**src/rtl/button_calc_ctrl_if.sv**
```systemverilog
// Pushbutton calculator bus: raw buttons and switch operand in, accumulator,
// carry/borrow flag, display value, view mode and debug press pulses out.
//   master : drives btnU/btnD/btnL/btnR/btnC and sw, observes the results
//   slave  : the calculator controller itself
interface button_calc_ctrl_if;
    logic        btnU;
    logic        btnD;
    logic        btnL;
    logic        btnR;
    logic        btnC;
    logic [15:0] sw;
    logic [15:0] acc;
    logic        flag;
    logic [15:0] disp_value;
    logic [1:0]  mode;
    logic [4:0]  press;

    modport master (
        output btnU, btnD, btnL, btnR, btnC, sw,
        input  acc, flag, disp_value, mode, press
    );

    modport slave (
        input  btnU, btnD, btnL, btnR, btnC, sw,
        output acc, flag, disp_value, mode, press
    );
endinterface

```
**src/rtl/button_calc_ctrl.sv**
```systemverilog
// Five-button 16-bit accumulator calculator with debounced inputs and a
// LIVE / RESULT / PINNED display view.
//   clk, rst         : single clock, synchronous active-high reset
//   bus.btnU..btnC   : raw asynchronous pushbuttons (load, clear, sub, add, view)
//   bus.sw           : switch operand, registered once before use
//   bus.acc, flag    : accumulator and carry/borrow of the last add/subtract
//   bus.disp_value   : registered value for the hex display
//   bus.mode         : view state (0 LIVE, 1 RESULT, 2 PINNED)
//   bus.press        : accepted press pulses {U,D,L,R,C}
module button_calc_ctrl #(
    parameter int unsigned DEBOUNCE_CYCLES = 1000000,
    parameter int unsigned HOLD_CYCLES     = 200000000
) (
    input  logic              clk,
    input  logic              rst,
    button_calc_ctrl_if.slave bus
);
    localparam int unsigned NUM_BTN = 5;
    localparam int unsigned DB_W    = (DEBOUNCE_CYCLES > 1) ? $clog2(DEBOUNCE_CYCLES) : 1;
    localparam int unsigned HOLD_W  = (HOLD_CYCLES > 1) ? $clog2(HOLD_CYCLES) : 1;

    typedef enum logic [1:0] {
        LIVE   = 2'd0,
        RESULT = 2'd1,
        PINNED = 2'd2
    } viewState_e;

    logic [NUM_BTN-1:0] btnRaw;
    logic [NUM_BTN-1:0] syncA;
    logic [NUM_BTN-1:0] syncB;
    logic [NUM_BTN-1:0] level;
    logic [NUM_BTN-1:0] pressReg;
    logic [DB_W-1:0]    dbCnt [NUM_BTN];

    logic [15:0]        swReg;
    logic [15:0]        accReg;
    logic               flagReg;
    logic [15:0]        dispReg;
    logic [HOLD_W-1:0]  holdTimer;
    viewState_e         view;

    logic [16:0]        sumFull;
    logic [16:0]        diffFull;
    logic               opPulse;
    logic               viewPulse;

    assign btnRaw = {bus.btnU, bus.btnD, bus.btnL, bus.btnR, bus.btnC};

    // Synchronize, debounce and turn accepted rising levels into single pulses.
    always_ff @(posedge clk) begin
        if (rst) begin
            syncA    <= '0;
            syncB    <= '0;
            level    <= '0;
            pressReg <= '0;
            for (int i = 0; i < NUM_BTN; i++) begin
                dbCnt[i] <= '0;
            end
        end else begin
            syncA    <= btnRaw;
            syncB    <= syncA;
            pressReg <= '0;
            for (int i = 0; i < NUM_BTN; i++) begin
                if (syncB[i] == level[i]) begin
                    dbCnt[i] <= '0;
                end else if (dbCnt[i] == DB_W'(DEBOUNCE_CYCLES - 1)) begin
                    // This sample is the DEBOUNCE_CYCLES-th consecutive difference.
                    dbCnt[i]    <= '0;
                    level[i]    <= ~level[i];
                    pressReg[i] <= ~level[i];
                end else begin
                    dbCnt[i] <= dbCnt[i] + DB_W'(1);
                end
            end
        end
    end

    // The 17th bit of each result is the carry (add) or borrow (subtract).
    assign sumFull   = {1'b0, accReg} + {1'b0, swReg};
    assign diffFull  = {1'b0, accReg} - {1'b0, swReg};
    assign opPulse   = |pressReg[4:1];
    assign viewPulse = pressReg[0] & ~opPulse;

    // Accumulator: only the highest-priority pulse acts (U > D > L > R).
    always_ff @(posedge clk) begin
        if (rst) begin
            swReg   <= '0;
            accReg  <= '0;
            flagReg <= 1'b0;
        end else begin
            swReg <= bus.sw;
            if (pressReg[4]) begin
                accReg  <= swReg;
                flagReg <= 1'b0;
            end else if (pressReg[3]) begin
                accReg  <= '0;
                flagReg <= 1'b0;
            end else if (pressReg[2]) begin
                accReg  <= diffFull[15:0];
                flagReg <= diffFull[16];
            end else if (pressReg[1]) begin
                accReg  <= sumFull[15:0];
                flagReg <= sumFull[16];
            end
        end
    end

    // View state, hold timer and display register.
    always_ff @(posedge clk) begin
        if (rst) begin
            view      <= LIVE;
            holdTimer <= '0;
            dispReg   <= '0;
        end else begin
            dispReg <= (view == LIVE) ? swReg : accReg;
            case (view)
                LIVE: begin
                    if (opPulse) begin
                        view      <= RESULT;
                        holdTimer <= HOLD_W'(HOLD_CYCLES - 1);
                    end else if (viewPulse) begin
                        view <= PINNED;
                    end
                end
                RESULT: begin
                    if (opPulse) begin
                        holdTimer <= HOLD_W'(HOLD_CYCLES - 1);
                    end else if (viewPulse) begin
                        view <= PINNED;
                    end else if (holdTimer == '0) begin
                        view <= LIVE;
                    end else begin
                        holdTimer <= holdTimer - HOLD_W'(1);
                    end
                end
                PINNED: begin
                    if (viewPulse) begin
                        view <= LIVE;
                    end
                end
                default: view <= LIVE;
            endcase
        end
    end

    assign bus.acc        = accReg;
    assign bus.flag       = flagReg;
    assign bus.disp_value = dispReg;
    assign bus.mode       = view;
    assign bus.press      = pressReg;
endmodule

```
**src/flat_wrapper.sv**
```systemverilog
// flat-port wrapper written by rule: the top's interface ports become plain ports
module button_calc_ctrl_flat 
#(
    parameter int unsigned DEBOUNCE_CYCLES = 1000000,
    parameter int unsigned HOLD_CYCLES     = 200000000
)
  (clk, rst, bus_btnU, bus_btnD, bus_btnL, bus_btnR, bus_btnC, bus_sw, bus_acc, bus_flag, bus_disp_value, bus_mode, bus_press);
  button_calc_ctrl_if bus_i ();
  input  logic clk;
  input  logic rst;
  input wire logic [$bits(bus_i.btnU)-1:0] bus_btnU;
  input wire logic [$bits(bus_i.btnD)-1:0] bus_btnD;
  input wire logic [$bits(bus_i.btnL)-1:0] bus_btnL;
  input wire logic [$bits(bus_i.btnR)-1:0] bus_btnR;
  input wire logic [$bits(bus_i.btnC)-1:0] bus_btnC;
  input wire logic [$bits(bus_i.sw)-1:0] bus_sw;
  output wire logic [$bits(bus_i.acc)-1:0] bus_acc;
  output wire logic [$bits(bus_i.flag)-1:0] bus_flag;
  output wire logic [$bits(bus_i.disp_value)-1:0] bus_disp_value;
  output wire logic [$bits(bus_i.mode)-1:0] bus_mode;
  output wire logic [$bits(bus_i.press)-1:0] bus_press;
  assign bus_i.btnU = bus_btnU;
  assign bus_i.btnD = bus_btnD;
  assign bus_i.btnL = bus_btnL;
  assign bus_i.btnR = bus_btnR;
  assign bus_i.btnC = bus_btnC;
  assign bus_i.sw = bus_sw;
  assign bus_acc = bus_i.acc;
  assign bus_flag = bus_i.flag;
  assign bus_disp_value = bus_i.disp_value;
  assign bus_mode = bus_i.mode;
  assign bus_press = bus_i.press;
  button_calc_ctrl #(.DEBOUNCE_CYCLES(DEBOUNCE_CYCLES), .HOLD_CYCLES(HOLD_CYCLES)) u_core (.clk(clk), .rst(rst), .bus(bus_i));
endmodule
```
**config.mk**
```make
export PLATFORM = sky130hd
export DESIGN_NAME = button_calc_ctrl_flat
export DESIGN_NICKNAME = d
export VERILOG_FILES = /design/src/rtl/button_calc_ctrl_if.sv /design/src/rtl/button_calc_ctrl.sv /design/src/flat_wrapper.sv
export SDC_FILE = /design/constraint.sdc
export NUM_CORES = 1
export LEC_CHECK = 0
export CAP_MARGIN = 20
export CORE_ASPECT_RATIO = 0.7
export CORE_MARGIN = 2
export CORE_UTILIZATION = 56
export CTS_CLUSTER_DIAMETER = 200
export DETAILED_ROUTE_END_ITERATION = 7
export GPL_TIMING_DRIVEN = 0
export HOLD_SLACK_MARGIN = 0.03
export PLACE_DENSITY = 0.76
export SYNTH_ARGS = -nofsm -noshare
export SYNTH_HDL_FRONTEND = slang
export SYNTH_SLANG_ARGS = --single-unit
export TNS_END_PERCENT = 5
```
**constraint.sdc**
```tcl
create_clock -name clk -period 3.29 [get_ports clk]
set_clock_uncertainty 0.15 [all_clocks]
set_input_delay 0.8225 -clock clk [delete_from_list [all_inputs] [get_ports clk]]
set_output_delay 0.8225 -clock clk [all_outputs]
set_load 0.1 [all_outputs]
```
=== Yosys cells after proc, flatten, opt, wreduce, memory -nomap -nowiden ===
Memory sizes are Yosys's and may differ from the RTL's.
Index checks and enable logic that the tools add are counted.
Widths: inputs -> output; s select.

* Flip-flop bits (word level): 99
* Memory bits (writable): 100
* Output and inout bits: 40
* Memories: 1

{| class="wikitable"
|+ Memory list
! name !! words !! bits a word !! rd ports !! clocked after Yosys merged registers in !! wr ports !! line !! RTL
|-
| u_core.dbCnt || 5 || 20 || 5 || 0 || 5 || button_calc_ctrl.sv:33 || <nowiki>logic [DB_W-1:0] dbCnt [NUM_BTN];</nowiki>
|}

* Add/subtract/negate cells: 8
* Eq/ne operators: 19
* Mux-type cells: 91
* Bitwise gates (word level): 32
* Reduce and logical (&&, ||, !) cells: 19

{| class="wikitable"
|+ Operators with widths
! kind !! number
|-
| $mux 20 || 15
|-
| $mux 28 || 4
|-
| $add 20x1->20 const B || 5
|-
| $eq 20x20->1 const B || 5
|-
| $mux 16 || 5
|-
| $mux 1 || 59
|-
| $pmux 28 s2 || 1
|-
| $logic_not 28->1 || 1
|-
| $sub 28x1->28 const B || 1
|-
| $reduce_or 3->1 || 6
|-
| $add 16x16->17 || 1
|-
| $sub 16x16->17 || 1
|-
| $not 1->1 || 16
|-
| $or 1x1->1 || 15
|-
| $mux 2 || 6
|-
| $reduce_and 2->1 || 5
|-
| $reduce_and 4->1 || 2
|-
| $ne 3x1->1 const B || 2
|-
| $ne 3x2->1 const B || 2
|-
| $pmux 2 s3 || 1
|-
| $eq 1x1->1 || 5
|-
| $ne 2x1->1 const B || 2
|-
| $reduce_bool 2->1 || 2
|-
| $reduce_bool 4->1 || 1
|-
| 6 further kinds || 6
|}

=== Logic depth before layout (Yosys ltp) ===
Gate-level depths: netlist (run 1).

* Depth after elaboration: 7
* Gate-level depth with buffers: 11

=== Worst setup path after synthesis (run 1) ===
OpenSTA, ideal clock, no wires.

* Kind: reg-to-reg
* Start: register u_core.accReg[1], in the netlist u_core.bus.acc[1]
* End: register u_core.accReg[14], in the netlist u_core.bus.acc[14]
* Setup time: 0.130 ns
* Arrival: 3.184 ns
* Data required time: 3.010 ns
* Slack: -0.175 ns
* Cell stages (with the launch flop): 11
* Path buffers: 0
* Clock period less this slack: 3.465 ns
* Cells stage by stage: dfxtp_1 inv_1 fa_1 nor2_1 o21ai_0 a21oi_1 o221ai_1 o31ai_1 mux2_2 a21oi_1 o22ai_1

* Word-level cells in the longest chain between the ends: 5
* Elaborated cells between the ends (all ways): 6
* Those cells by class: add/sub (2); mux (4)

{| class="wikitable"
|+ Ends and longest elaborated chain
! what !! line !! RTL
|-
| start, declared || button_calc_ctrl.sv:36 || <nowiki>logic [15:0] accReg;</nowiki>
|-
| start signal, assigned || button_calc_ctrl.sv:93 || <nowiki>accReg <= swReg;</nowiki>
|-
| start signal, assigned || button_calc_ctrl.sv:99 || <nowiki>accReg <= diffFull[15:0];</nowiki>
|-
| start signal, assigned || button_calc_ctrl.sv:102 || <nowiki>accReg <= sumFull[15:0];</nowiki>
|-
| $add 16x16->17 || button_calc_ctrl.sv:79 || <nowiki>assign sumFull = {1'b0, accReg} + {1'b0, swReg};</nowiki>
|-
| $mux 16 || button_calc_ctrl.sv:101 || <nowiki>end else if (pressReg[1]) begin</nowiki>
|-
| $mux 16 (*) || button_calc_ctrl.sv:98 || <nowiki>end else if (pressReg[2]) begin</nowiki>
|-
| $mux 16 (*) || button_calc_ctrl.sv:95 || <nowiki>end else if (pressReg[3]) begin</nowiki>
|-
| $mux 16 (*) || button_calc_ctrl.sv:92 || <nowiki>if (pressReg[4]) begin</nowiki>
|}

Every way passes the cells marked *; elsewhere a longest branch is shown, timed or not. The select of a mux whose other input is x is not followed.
A chain may end at the register's enable or synchronous reset.

=== Final worst setup path (run 1) ===
* Start: register u_core.accReg[15], in the netlist u_core.bus.acc[15]
* End: output bus_acc[15]

{| class="wikitable"
|+ RTL lines
! what !! line !! RTL
|-
| end, declared || flat_wrapper.sv:17 || <nowiki>output wire logic [$bits(bus_i.acc)-1:0] bus_acc;</nowiki>
|}

No word-level cell between the ends.

==> impl.org, run 1 <==
** Run status
- The flow ran to the end, and the final reports show no timing, DRC or antenna violations.

** Timing
- The worst pin sits at a relative slew slack of a little under a third.
- Final period demand of the worst path :: 3.11 ns
- Of the available clock period, the critical path in the final layout requires between 90% and 100%.
- Summed over all failing endpoints, the final setup total negative slack is 0 ns.
- Final setup viols :: 0
- The number of pins with negative max-slew slack in the final report came to 0.
- Timing would allow up to 322 MHz.
- Slew at the pin with the worst max-slew slack :: slightly above 1 ns
- Unrepaired setup endpoints after global routing :: false
- Hold timing on the final database bottoms out at a slack of approximately 0.30 ns.
- Final hold violation count :: 0

** Detailed routing
- After the first detailed-routing iteration, the DRC count stood at 627.
- Once detail routing completed, the nets flagged for antenna violations numbered 0.
- The detailed router placed 8,552 vias in this run.
- The first TritonRoute pass finished after 5 iterations.
- Via/cell ratio :: 5.44
- DRC violation count after routing :: 0
- Total routed wirelength :: 24,000 um
- Routed WL per cell :: ~15 um

** Global route
- Antenna violations before repair :: 0
- The via count of the first global-routing pass came to 7,972.
- Overflow after GRT :: 0
- Global-route wire length before repair :: around 40,000 um
- Overall Global Routing Usage :: roughly 25%
- Maximum number of pins on one net before global-route repair :: 19

** Logic synthesis
- Post-synthesis register bit count :: 199
- Number of warning messages in the yosys log :: 0
- Count of distinct cell types in the synthesized netlist :: 68
- Number of synthesized flops with an enable pin :: 100
- Of all flip-flops after synthesis, the portion carrying an async set or reset was 0%.
- Dividing the synthesized area by the synthesized cell count gives between 9 and 10 um2.
- Summing the sequential cell areas from Yosys gives 46.9% of the chip area.
- Counting every instance in the synthesized netlist gives approximately 1,100.
- In this run the cell area of the synthesized design comes to approximately 11,000 um2.
- Dominant synthesized flop cell :: edfxtp_1

** Worst setup path
- For the worst setup path, the data required time is between 2 and 2.5 ns.
- The worst register-to-register path begins at u_core.swReg[0].
- The worst setup path is launched from a flip-flop.
- At the worst endpoint, the arrival time is approximately 2.1 ns.
- The number of buffers and inverters on the critical path is 1.
- The signal on the critical path passes through clkdlybuf4s50_1.
- Endpoint kind of the worst setup timing path :: output port
- Along the worst path, the maximum fanout reaches 6.
- The largest single stage delay on the critical path is between 1 and 1.5 ns.
- Highest-delay cell along the critical path :: clkdlybuf4s50_1
- Cell type group with the largest total delay on the critical path :: buffers and inverters
- The worst setup path is of the reg -> out kind.
- The most critical setup path has its startpoint at u_core.bus.acc[15].

** Power
- Power per Cell Area :: just over 400 nW/um2
- The analysis attributes to cell leakage a power of between 4 and 5 nW.
- Highest ir drop seen on vdd :: about 260 uV

** Clock tree
- The tree is rooted in a clkbuf_16.
- Number of sinks on the clock net :: 199
- CTS tree :: built
- Clock buffer count from CTS :: 17
- In this run the post-CTS setup repair buffer count came out at 0.
- Clock edge transition at the registers on the reported setup and hold paths :: ~0.070 ns
- Counting along the longest clock path gives a buffer depth of 2.
- The later pin in the worst-skew pair is clocked with a latency of about 0.45 ns.
- CTS HTree Levels :: 4

** Layout
- 0 antenna diodes ended up in the layout.
- Final Cell Area :: ~13,000 um2
- Count of filler cells inserted in the layout :: 1,521
- In the final layout, flip-flops and latches occupy 4990 um2.
- At the end of the flow, the number of nets in the layout was between 1,000 and 1,500.
- Relative to the synthesized area, the layout overhead comes to 17.8%.
- Combined area of the multi-input logic cells :: between 5000 and 6000 um2
- Share of cells above drive strength 1 :: 3.98%

** Worst hold path
- In this run the worst hold path is classified as reg -> reg.
- The startpoint identified for the worst hold timing path is u_core.syncA[2].

** Floorplanning
- Horiz. Die Dim :: 169 um
- The die covers about 20,000 um2.
- Starting utilization of the core area :: 56.6%
- The floorplan step set the die height to about 120 um.
- Core box area :: between 15,000 and 20,000 um2
- I/O Pins :: 63
- Number of rows created at floorplan :: between 40 and 50

** Placement
- Summing all placed instances gives a cell area of approximately 12,000 um2.
- Count of buffers from port buffering :: 61
- Global placer's final weighted congestion :: roughly 1
- Final HPWL from detailed placement :: 17,700 um

** Flow run
- # Max-Cap Violations :: 0
## stage by stage
step | util, % | worst slack [ns] | cells | power [W]
6_report | 66.7 | 0.184 | 1573 | 0.00520
2_1_floorplan | - | 0.0391 | 1238 | 0.00302
3_3_place_gp | 63.5 | 0.194 | 1541 | 0.00312
4_1_cts | 66.7 | 0.134 | 1573 | 0.00523
5_1_grt | 66.7 | 0.0197 | 1573 | 0.00538
3_5_place_dp | 63.5 | 0.173 | 1541 | 0.00313
## where the power goes
group	internal [W]	total [W]	switching [W]
clock	0.00114	0.00212	0.000981
sequential	0.00268	0.00275	0.0000760
combinational	0.000119	0.000330	0.000211
## final timing paths
kind	endpoint	slack, ns	depth (start not counted)
worst max-delay path	bus_acc[15]	0.18	1
worst min register to register	u_core.syncB[2]	0.30	1
worst min-delay path	u_core.syncB[2]	0.30	1
worst max register to register	u_core.bus.acc[14]	0.20	11
## cells by family after synthesis
group / count (synthesis) / share of synthesized area [%]
simple gates: 514 / 23.8
flops: 199 / 46.9
compound gates: 161 / 9.76
xor+xnor: 129 / 10.6
buf+inv: 86 / 3.04
fa+ha+maj: 42 / 5.09
mux: 7 / 0.671
other cells: 1 / 0.0353
## area by class of cell
| class | count | area share (%) |
|---|---|---|
| buffer | 46 | 1.38 |
| clock buffer | 18 | 3.43 |
| clock inverter | 14 | 1.29 |
| inverter | 40 | 1.20 |
| multi-input combinational | 953 | 45.5 |
| sequential | 199 | 39.9 |
| tap | 242 | 2.42 |
| timing repair buffer | 61 | 4.88 |
## state kept, by name, summed over array words and instances, names as in the netlist, 5 cells and up
name / count
u_core.holdTimer: 28
u_core.syncA: 5
u_core.syncB: 5
u_core.swReg: 16
u_core.bus.disp_value: 16
u_core.bus.press: 5
u_core.dbCnt: 100
u_core.level: 5
u_core.bus.acc: 16
## layer usage
| layer | vias to the layer above | GRT usage, % | part of all wire, % |
|---|---|---|---|
| met5 | - | 0 | 0 |
| met4 | 0 | 5.77 | 1.2 |
| met3 | 27 | 5.22 | 7.4 |
| met2 | 237 | 39.5 | 45 |
| met1 | 4042 | 34.5 | 47 |
| li1 | 4246 | - | - |
## synthesized netlist by cell type, drive strengths merged (4+ instances only)
| cell | n | area share (%) |
|---|---|---|
| nor2 | 175 | 6.2 |
| edfxtp | 100 | 28 |
| dfxtp | 99 | 19 |
| nand2 | 99 | 3.5 |
| xor2 | 80 | 6.6 |
| a21oi | 64 | 3.0 |
| nand3 | 54 | 2.5 |
| xnor2 | 49 | 4.0 |
| clkbuf | 45 | 1.6 |
| ha | 40 | 4.7 |
| inv | 39 | 1.4 |
| nor3 | 34 | 1.6 |
| nor2b | 32 | 1.9 |
| o21ai | 26 | 1.2 |
| and3 | 18 | 1.1 |
| nand4 | 15 | 0.88 |
| nor4 | 15 | 1.2 |
| nand2b | 14 | 0.85 |
| or3 | 14 | 0.82 |
| nand3b | 11 | 0.78 |
| a221oi | 10 | 0.82 |
| o31ai | 7 | 0.62 |
| or4 | 7 | 0.57 |
| a211oi | 6 | 0.52 |
| a21o | 6 | 0.42 |
| mux2i | 6 | 0.57 |
| nor4b | 6 | 0.49 |
| and2 | 5 | 0.31 |
| o21bai | 5 | 0.35 |
| a22oi | 4 | 0.28 |
| nor3b | 4 | 0.28 |
| nor4bb | 4 | 0.38 |
| o211ai | 4 | 0.28 |
| o21a | 4 | 0.28 |
| o22ai | 4 | 0.24 |
## layout by cell type (no fill, tap or decap), types with 6 or more instances in the layout
cell / n
a21o_1: 6
a21oi_1: 64
a221oi_1: 10
and3_1: 18
clkbuf_1: 46
clkbuf_16: 17
clkdlybuf4s50_1: 61
conb_1: 100
dfxtp_1: 94
edfxtp_1: 100
ha_1: 40
inv_1: 39
mux2i_1: 6
nand2_1: 98
nand2b_1: 13
nand3_1: 54
nand3b_1: 11
nand4_1: 15
nor2_1: 175
nor2b_1: 32
nor3_1: 34
nor4_1: 13
nor4b_1: 6
o21ai_0: 25
or3_1: 14
xnor2_1: 49
xor2_1: 80
## repair_timing
| item | 4_1_cts | 5_1_grt |
|---|---|---|
| endpoints found under the hold margin | 0 | 0 |
| hold buffers | 0 | 0 |
| endpoints found under the setup margin | 0 | 1 |
| resized for setup | 0 | 2 |
(Power assumes the default switching activity.)
==> run 2, diff against run 1 <==
--- a/config.mk
+++ b/config.mk
@@ -8,12 +8,12 @@
 export CAP_MARGIN = 20
 export CORE_ASPECT_RATIO = 0.7
 export CORE_MARGIN = 2
-export CORE_UTILIZATION = 56
+export CORE_UTILIZATION = 53
 export CTS_CLUSTER_DIAMETER = 200
 export DETAILED_ROUTE_END_ITERATION = 7
 export GPL_TIMING_DRIVEN = 0
 export HOLD_SLACK_MARGIN = 0.03
-export PLACE_DENSITY = 0.76
+export PLACE_DENSITY = 0.72
 export SYNTH_ARGS = -nofsm -noshare
 export SYNTH_HDL_FRONTEND = slang
 export SYNTH_SLANG_ARGS = --single-unit
==> run 2 against run 1 <==
Net effect: total power is 2.2% higher; core utilization is 2.9 points lower; wire length hardly changed; final cell count is 1.8% higher; clock power is 6% higher; first-iteration DRC count is 2.2% higher; die area is 5.5% higher; maximum frequency is 0.15% higher; worst hold slack worse by 0.012 ns; register-to-register slack better by 0.02 ns; critical path type unchanged; worst setup slack better by 0.0046 ns.
==> impl.org, run 2 (synthesis gave the netlist of run 1 again) <==
** Clock tree
- Clock buffer count from CTS :: 17
- The clock passes through at most 2 buffers.
- In this run, post-CTS hold repair placed 0 buffers.
- The tree built by TritonCTS fans out to between 150 and 200 sinks.
- In this run the number of H-tree levels came out at 4.
- In this run the clock root is driven by a clkbuf_16.
- Buffers added to address setup during post-CTS repair amount to 0.
- TritonCTS built the clock tree.
- Clock edge transition at the registers on the reported setup and hold paths :: 0.07 ns
- Clock latency on the worst-skew pair :: approximately 0.43 ns

** Floorplanning
- The floorplan step defined a die boundary enclosing 21,200 um2.
- Core box area :: between 15,000 and 20,000 um2
- Once the floorplan was initialized, standard cells occupied 53.8% of the core.
- Vert. Die Dim :: ~120 um
- The floorplan step set the die width to around 170 um.
- Number of rows created at floorplan :: 43
- I/O Pins :: 63

** Worst hold path
- Counting instances, the worst hold path has a depth of 1.
- For hold timing, the worst endpoint is u_core.syncB[4].
- Worst hold start :: u_core.syncA[4]
- The worst hold path belongs to the class reg -> reg.

** Worst setup path
- The worst register-to-register path ends at u_core.bus.acc[14].
- Crit start category :: flip-flop
- Register-to-register path setup slack :: about 0.22 ns
- On the worst path, the slowest cell contributes a delay of approximately 1.2 ns.
- Cell Chain, Critical Path :: clkdlybuf4s50_1
- Worst reg2reg path startpoint :: u_core.swReg[0]
- Counting both buffers and inverters, the worst setup path holds a total of 1.
- In this run the worst path has a maximum fanout of 6.
- For the worst flop-to-flop path, the logic depth is 11.
- Cell type group with the largest total delay on the critical path :: buffers and inverters
- The worst setup path is of the reg -> out kind.
- Among all stages on the critical path, the largest delay is contributed by clkdlybuf4s50_1.
- The worst setup path is captured at an output port.
- Arrival time of data at the critical path endpoint :: approximately 2.1 ns
- Endpoint required time on the critical path :: approximately 2.3 ns

** Detailed routing
- Total vias in the final route :: 8,428
- Via/cell ratio :: 5.26
- Before antenna repair, the detailed router went through 5 iterations.
- After detailed routing, the total wire length is ~24,000 um.
- Routed WL per cell :: 15.0 um
- The first routing iteration left ~640 violations.
- DRC violation count after routing :: 0
- Once detail routing completed, the nets flagged for antenna violations numbered 0.

** Timing
- Period Utilization, post-route :: 94.3%
- Rel. slew slack :: 34.2%
- At the pin with the least slew margin, the transition time is 0.984 ns.
- Final setup viols :: 0
- Derived from the worst setup path, the maximum achievable clock frequency is about 320 MHz.
- Final period demand of the worst path :: ~3.1 ns
- Unrepaired setup endpoints after global routing :: false
- Number of max-slew violations in the final report :: 0
- Setup total negative slack on the finished layout was measured at 0 ns.
- Final hold violation count :: 0

** Layout
- Inserted Diodes :: 0
- Non-filler instance count after layout :: between 1,500 and 2,000
- The layout has approximately 1,700 filler cells.
- Sequential cell area :: between 4000 and 5000 um2
- Total Nets Final :: 1,383
- Compared with the post-synthesis result, the final layout area differs by 18.5%.
- Top library cells by usage in the layout, fill and taps aside :: nor2_1 (175), edfxtp_1 (100), conb_1 (100), nand2_1 (98), dfxtp_1 (93)
- In the final layout, the multi-input gates occupy 5700 um2.
- The library cell used most frequently in the layout, excluding fill and tap cells, is nor2_1.
- Counting flops per register, the top entry is u_core.dbCnt.
- Largest registers :: u_core.dbCnt x100, u_core.holdTimer x28
- Flip-flop count of the largest register, all copies and words added :: 100
- In the final layout, the share of cells above drive strength 1 is a little over 4%.

** Global route
- Across every metal layer, demand over resource in global routing totals 23.0%.
- The via count of the first global-routing pass came to approximately 7,700.
- The initial antenna violation count was 0.
- Overflow after GRT :: 0
- Maximum number of pins on one net before global-route repair :: 18
- The first global-routing pass estimated between 30,000 and 40,000 um of wire.

** Power
- Dividing total power by cell area gives a power density of around 420 nW/um2.
- Reported leakage power :: between 4 and 5 nW
- Highest ir drop seen on vdd :: roughly 440 uV

** Placement
- Cell count after placement :: roughly 1,600
- The congestion estimate from routability-driven global placement came to ~0.91.
- Final HPWL from detailed placement :: 18,000 um
- Count of buffers from port buffering :: between 60 and 70

** Flow run
- # Max-Cap Violations :: 0

** Run status
- The run finished with clean final reports.
-- run 2: worst reg2reg max path, cell delays in order, from the launching register on --
cell and delay [ns]:
dfxtp_2 0.37, ha_1 0.19, inv_1 0.06, fa_1 0.42, nor2_1 0.16, o21ai_0 0.17, a21oi_1 0.30, o221ai_2 0.18
o31ai_2 0.32, mux2_2 0.38, a21oi_1 0.15, o22ai_1 0.10
-- run 2: where the power goes --
part	switching [W]	leakage, nW	internal (W)
registers	0.0000761	1.84	0.00268
logic	0.000212	2.54	0.000118
clock network	0.000956	0.300	0.00128
total	0.00124	4.68	0.00408
-- run 2: per-layer routing --
| layer | track usage [%] | part of all wire [%] |
|---|---|---|
| met1 | 34.3 | 50 |
| met2 | 34.9 | 43 |
| met3 | 3.53 | 5.5 |
| met4 | 5.93 | 1.0 |
| met5 | 0 | 0 |
-- run 2: repair_timing --
action / 4_1_cts / 5_1_grt
gates resized for setup: 0 / 4
hold endpoints to repair: 0 / 0
endpoints found under the setup margin: 0 / 1
-- run 2: worst max path at each step --
stage / to / slack [ns] / startpoint / cells after the start
3_5_place_dp: u_core.bus.acc[14] / 0.12 / u_core.swReg[0] / 11
6_report: bus_acc[15] / 0.19 / u_core.bus.acc[15] / 1
3_3_place_gp: u_core.bus.acc[14] / 0.17 / u_core.swReg[0] / 11
4_1_cts: u_core.bus.acc[14] / 0.09 / u_core.swReg[0] / 11
2_1_floorplan: u_core.bus.acc[14] / 0.04 / u_core.bus.acc[7] / 10
5_1_grt: u_core.bus.flag / 0.02 / u_core.swReg[7] / 10
-- run 2: cell type report --
| cell class | instances | share of cell area, % |
|---|---|---|
| buffer | 46 | 1.37 |
| clock buffer | 17 | 3.38 |
| clock inverter | 15 | 1.59 |
| inverter | 40 | 1.19 |
| multi-input combinational | 953 | 45.3 |
| sequential | 199 | 39.6 |
| tap | 270 | 2.68 |
| timing repair buffer | 61 | 4.85 |
-- run 2: per-stage QoR --
step / hold WS (ns) / setup slack, ns / util, % / instance area, um2 / power [W]
final: 0.288 / 0.189 / 63.8 / 12600 / 0.00532
after global routing: 0.307 / 0.0233 / 63.8 / 12600 / 0.00549
after CTS: 0.290 / 0.0895 / 63.7 / 12600 / 0.00535
after detailed placement: 0.274 / 0.115 / 60.5 / 11900 / 0.00313
after global placement: 0.266 / 0.174 / 60.5 / 11900 / 0.00313
after floorplan: 0.264 / 0.0391 / - / 11000 / 0.00302
==> run 3, diff against run 2 <==
--- a/config.mk
+++ b/config.mk
@@ -13,7 +13,7 @@
 export DETAILED_ROUTE_END_ITERATION = 7
 export GPL_TIMING_DRIVEN = 0
 export HOLD_SLACK_MARGIN = 0.03
-export PLACE_DENSITY = 0.72
+export PLACE_DENSITY_LB_ADDON = 0.15
 export SYNTH_ARGS = -nofsm -noshare
 export SYNTH_HDL_FRONTEND = slang
 export SYNTH_SLANG_ARGS = --single-unit
==> run 3 against run 2 <==
Net effect: final area about the same; first-iteration DRC count increased by 13%; total power decreased by 0.60%; sequential share of layout area about the same; critical endpoint is now u_core.bus.flag; final cell count unchanged; sequential power about the same; die area unchanged.
==> impl.org, run 3 (synthesis gave the netlist of run 1 again) <==
** Worst setup path
- Across all register-to-register paths, the minimum setup slack is between 0.15 and 0.2 ns.
- Number of cells on the worst reg-to-reg path :: 10
- Stages on the worst setup path :: 10
- Worst setup path start :: u_core.swReg[7]
- The startpoint identified for the worst register-to-register timing path is u_core.swReg[7].
- The worst setup path is captured at a flip-flop.
- Number of buffers and inverters on the critical path :: 2
- At the worst endpoint, the arrival time is about 3.3 ns.
- The endpoint identified for the worst register-to-register timing path is u_core.bus.flag.
- For this run, the slowest stage of the critical path takes roughly 0.46 ns.
- STA classifies the critical path startpoint as a flip-flop.
- Highest-delay cell along the critical path :: dfxtp_1
- Largest driver fanout on the critical path :: 8
- Endpoint required time on the critical path :: between 3 and 4 ns
- The critical path goes through inv_1 > ha_1 > clkbuf_1 > a2111o_1 > o21ai_1 > o21ai_0 > o21a_1 > o21ai_0 > nand2b_1 > a221oi_2.
- The most numerous cell type found on the critical path is o21ai_0.
- The critical path is of the reg -> reg type.
- Critical path endpoint :: u_core.bus.flag
- In this design, the largest share of critical-path delay is due to compound AO/OA/AOI/OAI gates.

** Timing
- Period Utilization, post-route :: roughly 95%
- Final setup viols :: 0
- Setup repair after global routing left no endpoint under its margin.
- Number of max-slew violations in the final report :: 0
- Maximum clock frequency :: 320 MHz
- Slew at the pin with the worst max-slew slack :: 1.00 ns
- Rel. slew slack :: between 30 and 40%
- Final hold violation count :: 0
- Setup total negative slack on the finished layout was measured at 0 ns.
- Final period demand of the worst path :: ~3.1 ns

** Detailed routing
- Dividing the detail-routed via count by the number of cells gives 5.25.
- After detailed routing, the average wire length per cell comes to about 15 um.
- Across all layers, the routed design uses 8,398 vias.
- First-pass DRT Iterations :: 5
- DRC violation count after routing :: 0
- Wires add up to between 20,000 and 25,000 um.
- Antenna Violating Nets Remaining :: 0
- Drt first-iter violations :: between 700 and 800

** Clock tree
- TritonCTS built the clock tree.
- Once the clock tree was built, the setup fixing pass inserted 0 buffers.
- The H-tree was split into 4 levels.
- Clock latency on the worst-skew pair :: approximately 0.45 ns
- Counting the buffers created by CTS gives 17.
- Number of sinks on the clock net :: ~200
- CTS placed an instance of clkbuf_16 at the clock tree root.
- Clock buffer depth :: 2
- Clock edge transition at the registers on the reported setup and hold paths :: about 0.07 ns

** Layout
- Total Nets Final :: roughly 1,400
- Flip-flop count of the largest register, all copies and words added :: 100
- Inserted Diodes :: 0
- The finished layout holds roughly 1,600 standard cells, fillers aside.
- Largest registers :: u_core.dbCnt x100, u_core.holdTimer x28
- Layout overhead on the synthesized area :: 18.5%
- Register with the most flip-flops :: u_core.dbCnt
- Top library cells by usage in the layout, fill and taps aside :: nor2_1 (175), edfxtp_1 (100), conb_1 (100), nand2_1 (98), dfxtp_1 (94)
- The library cell used most frequently in the layout, excluding fill and tap cells, is nor2_1.
- Share of cells above drive strength 1 :: under 10%

** Flow run
- # Max-Cap Violations :: 0

** Global route
- Via count of the first global-routing pass :: 7,770
- Summed over all layers, the global routing overflow is 0.
- Entering global routing, the biggest net connects 19 pins.
- Overall Global Routing Usage :: a little under a quarter
- Antenna violations before repair :: 0
- Global-route wire length before repair :: between 30,000 and 40,000 um

** Floorplanning
- The core region is a little under 20,000 um2.
- The floorplan step set the die height to about 120 um.
- From left edge to right edge, the die measures about 170 um.
- Row generation in the floorplan step produced 43 rows.
- I/O Pins :: between 60 and 70
- For this configuration, the core starts out at a cell density of 53.8%.
- Die area :: 21,200 um2

** Worst hold path
- The min-delay analysis places its worst path in the category reg -> reg.

** Placement
- Routability-driven placement finished with a final weighted congestion of between 0.9 and 1.
- Counting tap cells, the placed design contains a total of about 1,600 instances.
- Final HPWL from detailed placement :: between 15,000 and 20,000 um
- Count of buffers from port buffering :: 61

** Power
- Power spread over the standard cell area amounts to 420 nW/um2.
- Across the VDD grid, the largest voltage drop is roughly 260 uV.
- In this run the static leakage power is 4.67 nW.

** Run status
- Result of the run :: finished, final reports clean
[run 3: where the power goes]
group          switching [W]  internal [W]  total, W
combinational       0.000211      0.000118  0.000329
sequential         0.0000758       0.00268   0.00275
clock               0.000992       0.00121   0.00221
total                0.00128       0.00401   0.00529
[run 3: stage by stage]
step	hold WS (ns)	setup WS [ns]	utilization (%)	total power, W	cell area (um2)
6_report	0.291	0.167	63.7	0.00529	12600
3_5_place_dp	0.276	0.116	60.5	0.00313	11900
5_1_grt	0.307	0.0197	63.7	0.00547	12600
2_1_floorplan	0.264	0.0391	-	0.00302	11000
3_3_place_gp	0.267	0.108	60.5	0.00312	11900
4_1_cts	0.293	0.0640	63.6	0.00532	12600
[run 3: per-layer routing]
layer  wire, um  up-vias  global-route usage (%)
met5          0        -                       0
met2      10500      209                    35.8
met3       1340       37                    4.34
met1      11600     3904                    32.4
li1           -     4248                       -
met4        444        0                    8.05
[run 3: repair_timing]
item,CTS,global route
gates resized for setup,0,4
endpoints found under the setup margin,0,2
hold buffers,0,0
[run 3: worst min path at each step]
stage	startpoint	slack, ns	to	depth (start not counted)
global route	u_core.syncA[1]	0.31	u_core.syncB[1]	1
finish	u_core.syncA[1]	0.29	u_core.syncB[1]	1
detailed placement	u_core.syncA[3]	0.28	u_core.syncB[3]	1
floorplan	u_core.syncA[0]	0.26	u_core.syncB[0]	1
global placement	u_core.syncA[4]	0.27	u_core.syncB[4]	1
CTS	u_core.syncA[1]	0.29	u_core.syncB[1]	1
[run 3: worst reg2reg max path: stages, from the launching register on]
cell and delay (ns):
dfxtp_1 0.46, inv_1 0.08, ha_1 0.26, clkbuf_1 0.22
a2111o_1 0.42, o21ai_1 0.28, o21ai_0 0.23, o21a_1 0.26
o21ai_0 0.19, nand2b_1 0.11, a221oi_2 0.35
[run 3: layout make-up]
type | count | area [um2]
plain buffers | 46 | 173
clock buffers | 17 | 425
clock inverters | 15 | 190
fillers | 1721 | 7160
inverters | 40 | 150
multi-input cells | 953 | 5710
flip-flops and latches | 199 | 4990
well taps | 270 | 338
repair buffers | 61 | 611
